## src/rtl/mult_accumulate_stage_if.sv

```systemverilog
// rtl/mult_accumulate_stage_if.sv - operand, multiplier and result handshake bundle for mult_accumulate_stage
interface mult_accumulate_stage_if #(
  parameter int size     = 16,
  parameter int out_size = 16
);
  logic                  in_valid;
  logic                  in_last;
  logic                  in_ready;
  logic                  mult_enable;
  logic [2*size-1:0]     mult_out;
  logic                  out_valid;
  logic                  out_ready;
  logic [out_size-1:0]   out_data;
  logic                  out_overflow;

  modport master (
    output in_valid, in_last, mult_out, out_ready,
    input  in_ready, mult_enable, out_valid, out_data, out_overflow
  );

  modport slave (
    input  in_valid, in_last, mult_out, out_ready,
    output in_ready, mult_enable, out_valid, out_data, out_overflow
  );
endinterface

```

## src/rtl/mult_accumulate_stage.sv

```systemverilog
// rtl/mult_accumulate_stage.sv - dot-product accumulator behind a slow multiplier; scaled, saturated result out
// Optional round-half-up scaling enabled by defining MULT_ACC_ROUND_EN.
module mult_accumulate_stage #(
  parameter int size       = 16,
  parameter int acc_size   = 40,
  parameter int frac_shift = 8,
  parameter int out_size   = 16
) (
  input  logic                  clk,
  input  logic                  reset,
  mult_accumulate_stage_if.slave bus
);
  localparam int wide = acc_size + 1;
  localparam int rnd_pos = (frac_shift > 0) ? frac_shift - 1 : 0;
  localparam logic [wide-1:0] out_max  = {{(wide-out_size){1'b0}}, {out_size{1'b1}}};
  localparam logic [wide-1:0] rnd_bias = (frac_shift > 0) ? (wide'(1) << rnd_pos) : '0;

  logic [size-1:0]     vld_line;
  logic [size-1:0]     lst_line;
  logic [acc_size-1:0] acc;
  logic                first;
  logic                ovf;
  logic                out_valid_q;
  logic [out_size-1:0] out_data_q;
  logic                out_overflow_q;

  logic                tail_valid;
  logic                tail_last;
  logic                advance;
  logic [acc_size-1:0] acc_base;
  logic [wide-1:0]     sum_wide;
  logic [acc_size-1:0] sum;
  logic                carry;
  logic [wide-1:0]     scaled;
  logic                saturate;

  assign tail_valid = vld_line[size-1];
  assign tail_last  = lst_line[size-1];

  // Only a finished vector meeting a blocked output stalls; depends on registers and out_ready only.
  assign advance = !(out_valid_q && !bus.out_ready && tail_valid && tail_last);

  assign bus.mult_enable  = advance;
  assign bus.in_ready     = advance;
  assign bus.out_valid    = out_valid_q;
  assign bus.out_data     = out_data_q;
  assign bus.out_overflow = out_overflow_q;

  always_comb begin
    acc_base = first ? '0 : acc;
    sum_wide = {1'b0, acc_base} + {{(wide-2*size){1'b0}}, bus.mult_out};
    sum      = sum_wide[acc_size-1:0];
    carry    = sum_wide[acc_size];
`ifdef MULT_ACC_ROUND_EN
    scaled   = ({1'b0, sum} + rnd_bias) >> frac_shift;
`else
    scaled   = {1'b0, sum} >> frac_shift;
`endif
    saturate = (scaled > out_max);
  end

  always_ff @(posedge clk or negedge reset) begin
    if (!reset) begin
      vld_line       <= '0;
      lst_line       <= '0;
      acc            <= '0;
      first          <= 1'b1;
      ovf            <= 1'b0;
      out_valid_q    <= 1'b0;
      out_data_q     <= '0;
      out_overflow_q <= 1'b0;
    end else begin
      if (out_valid_q && bus.out_ready) begin
        out_valid_q <= 1'b0;
      end
      if (advance) begin
        vld_line <= {vld_line[size-2:0], bus.in_valid};
        lst_line <= {lst_line[size-2:0], bus.in_valid & bus.in_last};
        if (tail_valid) begin
          if (!tail_last) begin
            acc   <= sum;
            first <= 1'b0;
            ovf   <= ovf | carry;
          end else begin
            out_valid_q    <= 1'b1;
            out_data_q     <= saturate ? {out_size{1'b1}} : scaled[out_size-1:0];
            out_overflow_q <= saturate | ovf | carry;
            first          <= 1'b1;
            ovf            <= 1'b0;
          end
        end
      end
    end
  end
endmodule

```

## src/flat_wrapper.sv

```systemverilog
// flat-port wrapper written by rule: the top's interface ports become plain ports
module mult_accumulate_stage_flat 
#(
  parameter int size       = 16,
  parameter int acc_size   = 40,
  parameter int frac_shift = 8,
  parameter int out_size   = 16
)
  (clk, reset, bus_in_valid, bus_in_last, bus_mult_out, bus_out_ready, bus_in_ready, bus_mult_enable, bus_out_valid, bus_out_data, bus_out_overflow);
  mult_accumulate_stage_if #(.size(size), .out_size(out_size)) bus_i ();
  input  logic clk;
  input  logic reset;
  input wire logic [$bits(bus_i.in_valid)-1:0] bus_in_valid;
  input wire logic [$bits(bus_i.in_last)-1:0] bus_in_last;
  input wire logic [$bits(bus_i.mult_out)-1:0] bus_mult_out;
  input wire logic [$bits(bus_i.out_ready)-1:0] bus_out_ready;
  output wire logic [$bits(bus_i.in_ready)-1:0] bus_in_ready;
  output wire logic [$bits(bus_i.mult_enable)-1:0] bus_mult_enable;
  output wire logic [$bits(bus_i.out_valid)-1:0] bus_out_valid;
  output wire logic [$bits(bus_i.out_data)-1:0] bus_out_data;
  output wire logic [$bits(bus_i.out_overflow)-1:0] bus_out_overflow;
  assign bus_i.in_valid = bus_in_valid;
  assign bus_i.in_last = bus_in_last;
  assign bus_i.mult_out = bus_mult_out;
  assign bus_i.out_ready = bus_out_ready;
  assign bus_in_ready = bus_i.in_ready;
  assign bus_mult_enable = bus_i.mult_enable;
  assign bus_out_valid = bus_i.out_valid;
  assign bus_out_data = bus_i.out_data;
  assign bus_out_overflow = bus_i.out_overflow;
  mult_accumulate_stage #(.size(size), .acc_size(acc_size), .frac_shift(frac_shift), .out_size(out_size)) u_core (.clk(clk), .reset(reset), .bus(bus_i));
endmodule
```

## config.mk

```make
export PLATFORM = sky130hd
export DESIGN_NAME = mult_accumulate_stage_flat
export DESIGN_NICKNAME = d
export VERILOG_FILES = /design/src/rtl/mult_accumulate_stage_if.sv /design/src/rtl/mult_accumulate_stage.sv /design/src/flat_wrapper.sv
export SDC_FILE = /design/constraint.sdc
export NUM_CORES = 1
export LEC_CHECK = 0
export CORE_MARGIN = 3
export CORE_UTILIZATION = 41
export CTS_CLUSTER_DIAMETER = 120
export DETAILED_ROUTE_END_ITERATION = 8
export SLEW_MARGIN = 5
export SYNTH_ARGS = -nofsm -noshare
export SYNTH_HDL_FRONTEND = slang
export SYNTH_SLANG_ARGS = --single-unit
export TNS_END_PERCENT = 1
```

## constraint.sdc

```tcl
create_clock -name clk -period 3.55 [get_ports clk]
set_input_delay 0.8875 -clock clk [delete_from_list [all_inputs] [get_ports clk]]
set_output_delay 0.8875 -clock clk [all_outputs]
set_load 0.05 [all_outputs]
```

==> results_dict.tcl, run 1 <==
set metrics [dict create \
    synth_flop_cell "sky130_fd_sc_hd__dfrtp_1" \
    slew_violations 0 \
    root_buffer "sky130_fd_sc_hd__clkbuf_16" \
    worst_slew_pin_slew_ps 1261 \
    required_ps 3780 \
    synth_top_cell_by_area "sky130_fd_sc_hd__dfrtp_1" \
    syn_nets 799 \
    worstSkewPairLatency_ps 350 \
    share_comb_of_total_power_pct 69.2 \
    post_synth.cell_area_avg_sq_um 8.623 \
    post_cts_hold_buffer_count 0 \
    synth_async_sr_flop_share_pct 100.0 \
    fmaxAchievable_mhz 259.6 \
    synth-seq-cells 92 \
    synth_most_common_cell "sky130_fd_sc_hd__nand2_1" \
    vias_in_the_first_global_route 6036 \
    worstPathArrival_ps 4090 \
    post_layout_nonfiller_instances 1085 \
    endpoint_worst_hold "u_core.vld_line[15]$_DFFE_PN0N_" \
    min-delay-start "u_core.vld_line[14]$_DFFE_PN0N_" \
    floorplan.die_area_sq_um 16850 \
    synth.top_cell.area_share_pct 36.23 \
    postPlaceCellArea_sq_um 7998 \
    max-slew-margin-rel_pct 15.94 \
    fp.dieW_microns 129.8 \
    synth.lib_cells_used.distinct 80 \
    outcome "finished with violations" \
    total_switching_power_mw 3.822 \
    power_report.internal_total_mw 4.539 \
    seq_power_share_pct 18.9 \
    dp_cells 1061 \
    setup_slack_ps -302.1 \
    rsz0062_at_grt "yes" \
    first_pass_iters 5 \
    hpwl_microns 14620 \
    design.portCount 57 \
    power-per-cell-area_nw_per_um2 963.2 \
    slowest_delay_ps 510 \
    p_sw_share_pct 45.71 \
    syn_inst 729 \
    power.clock.fraction_pct 12.0 \
    avgRoutedWirePerCell_microns 18.05 \
    floorplan.initialDensity_pct 42.61 \
    crit_chain "clkdlybuf4s50_1 > ha_1 > and4_4 > nand2_1 > nor4bb_1 > o21bai_1 > or4bb_1 > nand3_1 > nand4_2 > nor4b_4 > buf_4 > clkbuf_16 > a31oi_1" \
    ys_top_cells_by_area "sky130_fd_sc_hd__dfrtp_1 36%, sky130_fd_sc_hd__nand2_1 7.0%, sky130_fd_sc_hd__ha_1 6.4%" \
    grt_pass1_wl_microns 30930 \
    fillers 1383 \
    post-route-cell-area_sq_um 8680 \
    port_buffers 56 \
    timing.rr.start "u_core.first$_DFFE_PN1P_" \
    synthesis.yosys.warnings 0 \
    failing_checks "negative setup slack" \
    total_power_mw 8.360 \
    finalSetupTns_ps -4831 \
    drive_above_1_share_pct 29.30 \
    clock_skews_ps 5.973 \
    gp_congestion 0.9120 \
    grt_start_max_net_pins 51 \
    synth.cell_area_sq_um 6286 \
    setup.worst_path.class "in -> reg" \
    cts_tree "done" \
    cts-htree-levels 3 \
    end_kind "flop" \
    numCtsBuffers 9 \
    grt_usage_pct 23.33 \
    regToRegSetupSlack_ps -260 \
    finalHoldWorstSlack_ps 457.8 \
    cellLeakagePower_nw 3.827 \
    drtAntennaViolNets 0 \
    setup_viol 17 \
    clk_transition_reported_paths_ps 80 \
    grt_antenna_before_repair 0 \
    gr-total-overflow 0 \
    worst_path_max_delay_cell "sky130_fd_sc_hd__or4bb_1" \
    critPathLaunchType "input port" \
    layout_worst_path_cycle_share_pct 108.5 \
    avgViaCountPerCell 5.577 \
    n_antenna_cell 0 \
    design.final.nets 966 \
    count_of_clock_tree_sinks 92 \
    layout.core_utilization_pct 58.83 \
    via_count 6051 \
    rr_endpoint "u_core.bus.out_data[11]$_DFFE_PN0P_" \
    synth_enable_flop_cells 0 \
    holdCritPathClass "reg -> reg" \
    ff2ff_path_depth 16 \
    core-area_sq_um 14750 \
    first_iter_violations 346 \
    vdd_ir_drop_max_mv 0.5051 \
    area_growth_syn_to_layout_pct 38.08 \
    drv.max_cap_violation_count 0 \
    detail_route.wirelength_microns 19580 \
    cts.path.max_buffers 2 \
    final_hold_violation_count 0 \
    synth-seq-area-share_pct 36.64 \
    synth.top_cells.by_count "118 x sky130_fd_sc_hd__nand2_1, 91 x sky130_fd_sc_hd__dfrtp_1, 50 x sky130_fd_sc_hd__nor2_1, 48 x sky130_fd_sc_hd__a21oi_1, 45 x sky130_fd_sc_hd__o21ai_0" \
    floorplan_die_height_microns 129.8 \
    path_delay_family "simple AND/OR/NAND/NOR gates" \
    pre_cts_ws_ps -731.1 \
    drt_drc_violations_left 0 \
    worstPathBufferInverterCount 3 \
    path_max_fanout 8 \
    placement_rows 44 \
    worstHoldPathCells 1 \
    final.min_clock_period_ps 3852 \
]
==> what timing repair did <==
action,CTS,global route
endpoints found under the hold margin,0,0
gates cloned,0,3
setup buffers,0,5
endpoints found under the setup margin,18,20
gates resized for setup,3,56
pin swaps,0,19
==> state kept, by name, summed over array words and instances, names as in the netlist <==
name / cells
u_core.ovf: 1
u_core.vld_line: 16
u_core.lst_line: 16
u_core.acc: 40
u_core.bus.out_valid: 1
u_core.bus.out_data: 16
u_core.first: 1
u_core.bus.out_overflow: 1
==> kinds of logic after synthesis <==
family	after synthesis	synth area share, %
and+or+nand+nor	305	23.98
xor gates and xnor gates	23	3.205
buffers and inverters	53	3.682
muxes	37	6.529
DFF	92	36.64
AOI/OAI and AO/OA	186	19.27
adders and majority gates	33	6.688
==> worst reg2reg max path: stages, from the launching register on <==
cell                        delay, ps
sky130_fd_sc_hd__dfstp_4          540
sky130_fd_sc_hd__buf_12           160
sky130_fd_sc_hd__nor2b_4          120
sky130_fd_sc_hd__ha_4             150
sky130_fd_sc_hd__inv_2             40
sky130_fd_sc_hd__fa_2             380
sky130_fd_sc_hd__nor2b_4          130
sky130_fd_sc_hd__o22a_1           200
sky130_fd_sc_hd__nand3_2          120
sky130_fd_sc_hd__a2111o_1         490
sky130_fd_sc_hd__and3b_2          250
sky130_fd_sc_hd__xor2_2           200
sky130_fd_sc_hd__o2111ai_2        210
sky130_fd_sc_hd__nor4b_4          290
sky130_fd_sc_hd__buf_4            180
sky130_fd_sc_hd__clkbuf_16        150
sky130_fd_sc_hd__a31oi_1           70
==> layout by cell type, fill, tap and decap left out, types with 6 or more instances in the layout <==
cell type / synthesis / final
sky130_fd_sc_hd__a21oi_2: 1 / 10
sky130_fd_sc_hd__ha_4: 0 / 7
sky130_fd_sc_hd__a21o_1: 9 / 9
sky130_fd_sc_hd__nand4_1: 9 / 9
sky130_fd_sc_hd__o21ai_1: 5 / 8
sky130_fd_sc_hd__nor2_1: 50 / 49
sky130_fd_sc_hd__nor2b_1: 38 / 35
sky130_fd_sc_hd__buf_4: 2 / 135
sky130_fd_sc_hd__xnor2_1: 11 / 11
sky130_fd_sc_hd__o21ai_0: 45 / 37
sky130_fd_sc_hd__inv_1: 13 / 12
sky130_fd_sc_hd__o21ai_2: 1 / 6
sky130_fd_sc_hd__and3_1: 10 / 10
sky130_fd_sc_hd__dfrtp_1: 91 / 91
sky130_fd_sc_hd__nand2_1: 118 / 118
sky130_fd_sc_hd__ha_1: 32 / 21
sky130_fd_sc_hd__xor2_1: 12 / 11
sky130_fd_sc_hd__mux2_2: 32 / 32
sky130_fd_sc_hd__nor3_1: 27 / 26
sky130_fd_sc_hd__clkdlybuf4s50_1: 0 / 51
sky130_fd_sc_hd__clkbuf_16: 0 / 12
sky130_fd_sc_hd__a31oi_1: 24 / 24
sky130_fd_sc_hd__a21oi_1: 48 / 38
sky130_fd_sc_hd__o21bai_1: 6 / 6
sky130_fd_sc_hd__nand3_1: 18 / 14
==> power by group through the flow <==
stage | sequential [mW] | combinational [mW] | clock, mW
floorplan | 1.52 | 3.19 | 0
global placement | 1.57 | 5.21 | 0
detailed placement | 1.59 | 5.28 | 0
CTS | 1.57 | 5.34 | 1.03
global route | 1.62 | 6.31 | 1.07
finish | 1.58 | 5.78 | 1.00
==> how the worst max path moves through the flow <==
| stage | end | start | slack (ps) | cells after the start |
|---|---|---|---|---|
| 2_1_floorplan | u_core.bus.out_data[10]$_DFFE_PN0P_ | bus_mult_out[15] | 6 | 12 |
| 5_1_grt | u_core.bus.out_data[9]$_DFFE_PN0P_ | u_core.first$_DFFE_PN1P_ | -400 | 15 |
| 3_5_place_dp | u_core.bus.out_data[11]$_DFFE_PN0P_ | bus_mult_out[0] | -730 | 14 |
| 4_1_cts | u_core.bus.out_data[10]$_DFFE_PN0P_ | bus_mult_out[0] | -320 | 14 |
| 6_report | u_core.bus.out_data[11]$_DFFE_PN0P_ | bus_mult_out[24] | -300 | 13 |
| 3_3_place_gp | u_core.bus.out_data[2]$_DFFE_PN0P_ | bus_mult_out[0] | -730 | 14 |
==> layer usage <==
metal | global-route usage [%] | part of all wire [%] | vias up | routed length, microns
met1 | 33.01 | 49 | 2924 | 9557
met2 | 37.55 | 46 | 131 | 8992
met3 | 2.661 | 3.2 | 25 | 623
met4 | 7.457 | 2.1 | 0 | 408
li1 | - | - | 2971 | -
met5 | 0 | 0 | - | 0
==> area by class of cell <==
cell class | instances | area (sq um) | share of cell area (%)
multi-input combinational | 584 | 4053 | 46.69
sequential | 92 | 2307 | 26.58
timing repair buffer | 196 | 1724 | 19.86
tap | 184 | 230.2 | 2.652
clock buffer | 9 | 225.2 | 2.595
clock inverter | 7 | 91.34 | 1.052
inverter | 13 | 48.80 | 0.5622
(Power assumes the default switching activity.)
==> run 2: changes to the inputs <==
- CAP_MARGIN: not set -> 20
- CTS_CLUSTER_SIZE: not set -> 28
==> run 2 against run 1 <==
  * The flow still finishes with violations (negative setup slack)
  * Final cell count increased by 0.28%
  * Setup slack gained 76 ps
  * Critical path depth grew 1
  * Clock skew rose by 1.1 ps
  * Flip-flop and latch count stayed put
  * Global-route usage rose by 0.73 points
  * Core utilization increased by 1.1 points
  * First-iteration DRC count rose by 16%
==> results_dict.tcl, run 2 (synthesis results as in run 1) <==
set metrics [dict create \
    first_iter_violations 402 \
    grt_usage_pct 24.06 \
    final.min_clock_period_ps 3776 \
    share_comb_of_total_power_pct 69.8 \
    area_growth_syn_to_layout_pct 40.59 \
    floorplan.initialDensity_pct 42.61 \
    failing_checks "negative setup slack" \
    avgRoutedWirePerCell_microns 18.04 \
    final_common_cell "sky130_fd_sc_hd__buf_4" \
    cts-htree-levels 3 \
    cts_tree "done" \
    cts.path.max_buffers 2 \
    first_pass_iters 5 \
    vias_in_the_first_global_route 6137 \
    grt_start_max_net_pins 51 \
    floorplan.die_area_sq_um 16850 \
    fillers 1314 \
    fmaxAchievable_mhz 264.8 \
    rsz0062_at_grt "yes" \
    critPathLaunchType "input port" \
    holdCritPathClass "reg -> reg" \
    power-per-cell-area_nw_per_um2 958.7 \
    required_ps 3790 \
    hpwl_microns 14580 \
    total_switching_power_mw 3.869 \
    gr-total-overflow 0 \
    worstPathArrival_ps 4010 \
    grt_antenna_before_repair 0 \
    setup.worst_path.class "in -> reg" \
    clock_skews_ps 7.082 \
    via_count 6101 \
    placement_rows 44 \
    root_buffer "sky130_fd_sc_hd__clkbuf_16" \
    clk_transition_reported_paths_ps 80 \
    gr-usage-met2_pct 37.52 \
    mostFrequentLayoutCells "135 x sky130_fd_sc_hd__buf_4, 118 x sky130_fd_sc_hd__nand2_1, 91 x sky130_fd_sc_hd__dfrtp_1" \
    worst_path_max_delay_cell "sky130_fd_sc_hd__clkdlybuf4s50_1" \
    numCtsBuffers 9 \
    final_hold_violation_count 0 \
    path_max_fanout 6 \
    regToRegSetupSlack_ps -210 \
    setup_viol 17 \
    port_buffers 56 \
    count_of_clock_tree_sinks 92 \
    detail_route.wirelength_microns 19630 \
    grt_use_met1_pct 34.10 \
    slowest_delay_ps 450 \
    worst_slew_pin_slew_ps 907.3 \
    design.final.nets 969 \
    end_kind "flop" \
    power.clock.fraction_pct 11.8 \
    finalHoldWorstSlack_ps 457.6 \
    post-route-cell-area_sq_um 8837 \
    p_sw_share_pct 45.66 \
    avgViaCountPerCell 5.608 \
    cellLeakagePower_nw 3.857 \
    regMostFlops "u_core.acc" \
    worstSkewPairLatency_ps 360 \
    slew_violations 0 \
    drtAntennaViolNets 0 \
    vdd_ir_drop_max_mv 0.5814 \
    layout_worst_path_cycle_share_pct 106.4 \
    max_reg_flops 40 \
    setup_slack_ps -225.8 \
    grt_pass1_wl_microns 31760 \
    core-area_sq_um 14750 \
    grt_util_met3_pct 3.848 \
    drv.max_cap_violation_count 0 \
    seq_power_share_pct 18.4 \
    outcome "finished with violations" \
    global_route.peak_usage_layer "met2" \
    gp_congestion 0.9120 \
    max-slew-margin-rel_pct 39.24 \
    floorplan_die_height_microns 129.8 \
    n_antenna_cell 0 \
    drive_above_1_share_pct 30.42 \
    postPlaceCellArea_sq_um 8013 \
    fp.dieW_microns 129.8 \
    crit_chain "clkdlybuf4s50_1 > ha_4 > buf_4 > nand2_1 > o21ai_2 > a311o_1 > o311ai_4 > a21oi_2 > a21oi_1 > a2111oi_4 > nor4b_4 > buf_6 > bufbuf_16 > a31oi_1" \
    drt_drc_violations_left 0 \
    power_report.internal_total_mw 4.604 \
    design.portCount 57 \
]
run 2: per-stage QoR:
| step | power (mW) | TNS [ps] | util, % | setup WS [ps] | std cells |
|---|---|---|---|---|---|
| final | 8.472 | -3515 | 59.90 | -225.8 | 1088 |
| after floorplan | 4.705 | 0 | - | 5.625 | 729 |
| after global placement | 6.773 | -13600 | 54.21 | -734.3 | 1061 |
| after CTS | 8.310 | -3357 | 59.32 | -217.1 | 1086 |
| after global routing | 9.116 | -5329 | 59.90 | -344.3 | 1088 |
| after detailed placement | 6.861 | -13690 | 54.31 | -738.1 | 1062 |
run 2: timing repair:
item,4_1_cts,5_1_grt
resized for setup,68,17
setup buffers,6,2
pin swaps,23,10
endpoints found under the setup margin,18,19
hold buffers,0,0
cloned,2,0
run 2: worst max-delay path: cells and delay by family:
family / cells / cell delay (ps)
buffers and inverters: 4 / 970
AOI/OAI and AO/OA: 7 / 1470
adders and majority gates: 1 / 340
and+or+nand+nor: 2 / 330
run 2: final timing paths:
path,from,endpoint,depth (start not counted)
setup / recovery,bus_mult_out[16],u_core.bus.out_data[1]$_DFFE_PN0P_,14
hold / removal,u_core.vld_line[14]$_DFFE_PN0N_,u_core.vld_line[15]$_DFFE_PN0N_,1
setup reg to reg,u_core.first$_DFFE_PN1P_,u_core.bus.out_data[1]$_DFFE_PN0P_,15
hold reg to reg,u_core.vld_line[14]$_DFFE_PN0N_,u_core.vld_line[15]$_DFFE_PN0N_,1
max in group asynchronous,reset,u_core.first$_DFFE_PN1P_,2
min in group asynchronous,reset,u_core.acc[0]$_DFFE_PN0P_,1
run 2: power by group through the flow:
stage | logic, mW | clock network (mW) | registers [mW]
6_report | 5.91 | 1.00 | 1.56
5_1_grt | 6.45 | 1.07 | 1.60
4_1_cts | 5.72 | 1.03 | 1.56
2_1_floorplan | 3.19 | 0 | 1.52
3_3_place_gp | 5.21 | 0 | 1.57
3_5_place_dp | 5.28 | 0 | 1.59
run 2: cell type report:
type	instances	area (sq um)	share of cell area (%)
clock buffers	9	225.2	2.548
clock inverters	7	91.34	1.034
inverters	13	48.80	0.5522
multi-input cells	584	4187	47.37
flip-flops and latches	92	2303	26.07
well taps	184	230.2	2.605
repair buffers	199	1752	19.82
run 2: layer usage:
metal / share of wire, % / up-vias
li1: - / 2969
met1: 48 / 2957
met2: 45 / 139
met3: 4.0 / 36
met4: 2.5 / 0
met5: 0 / -
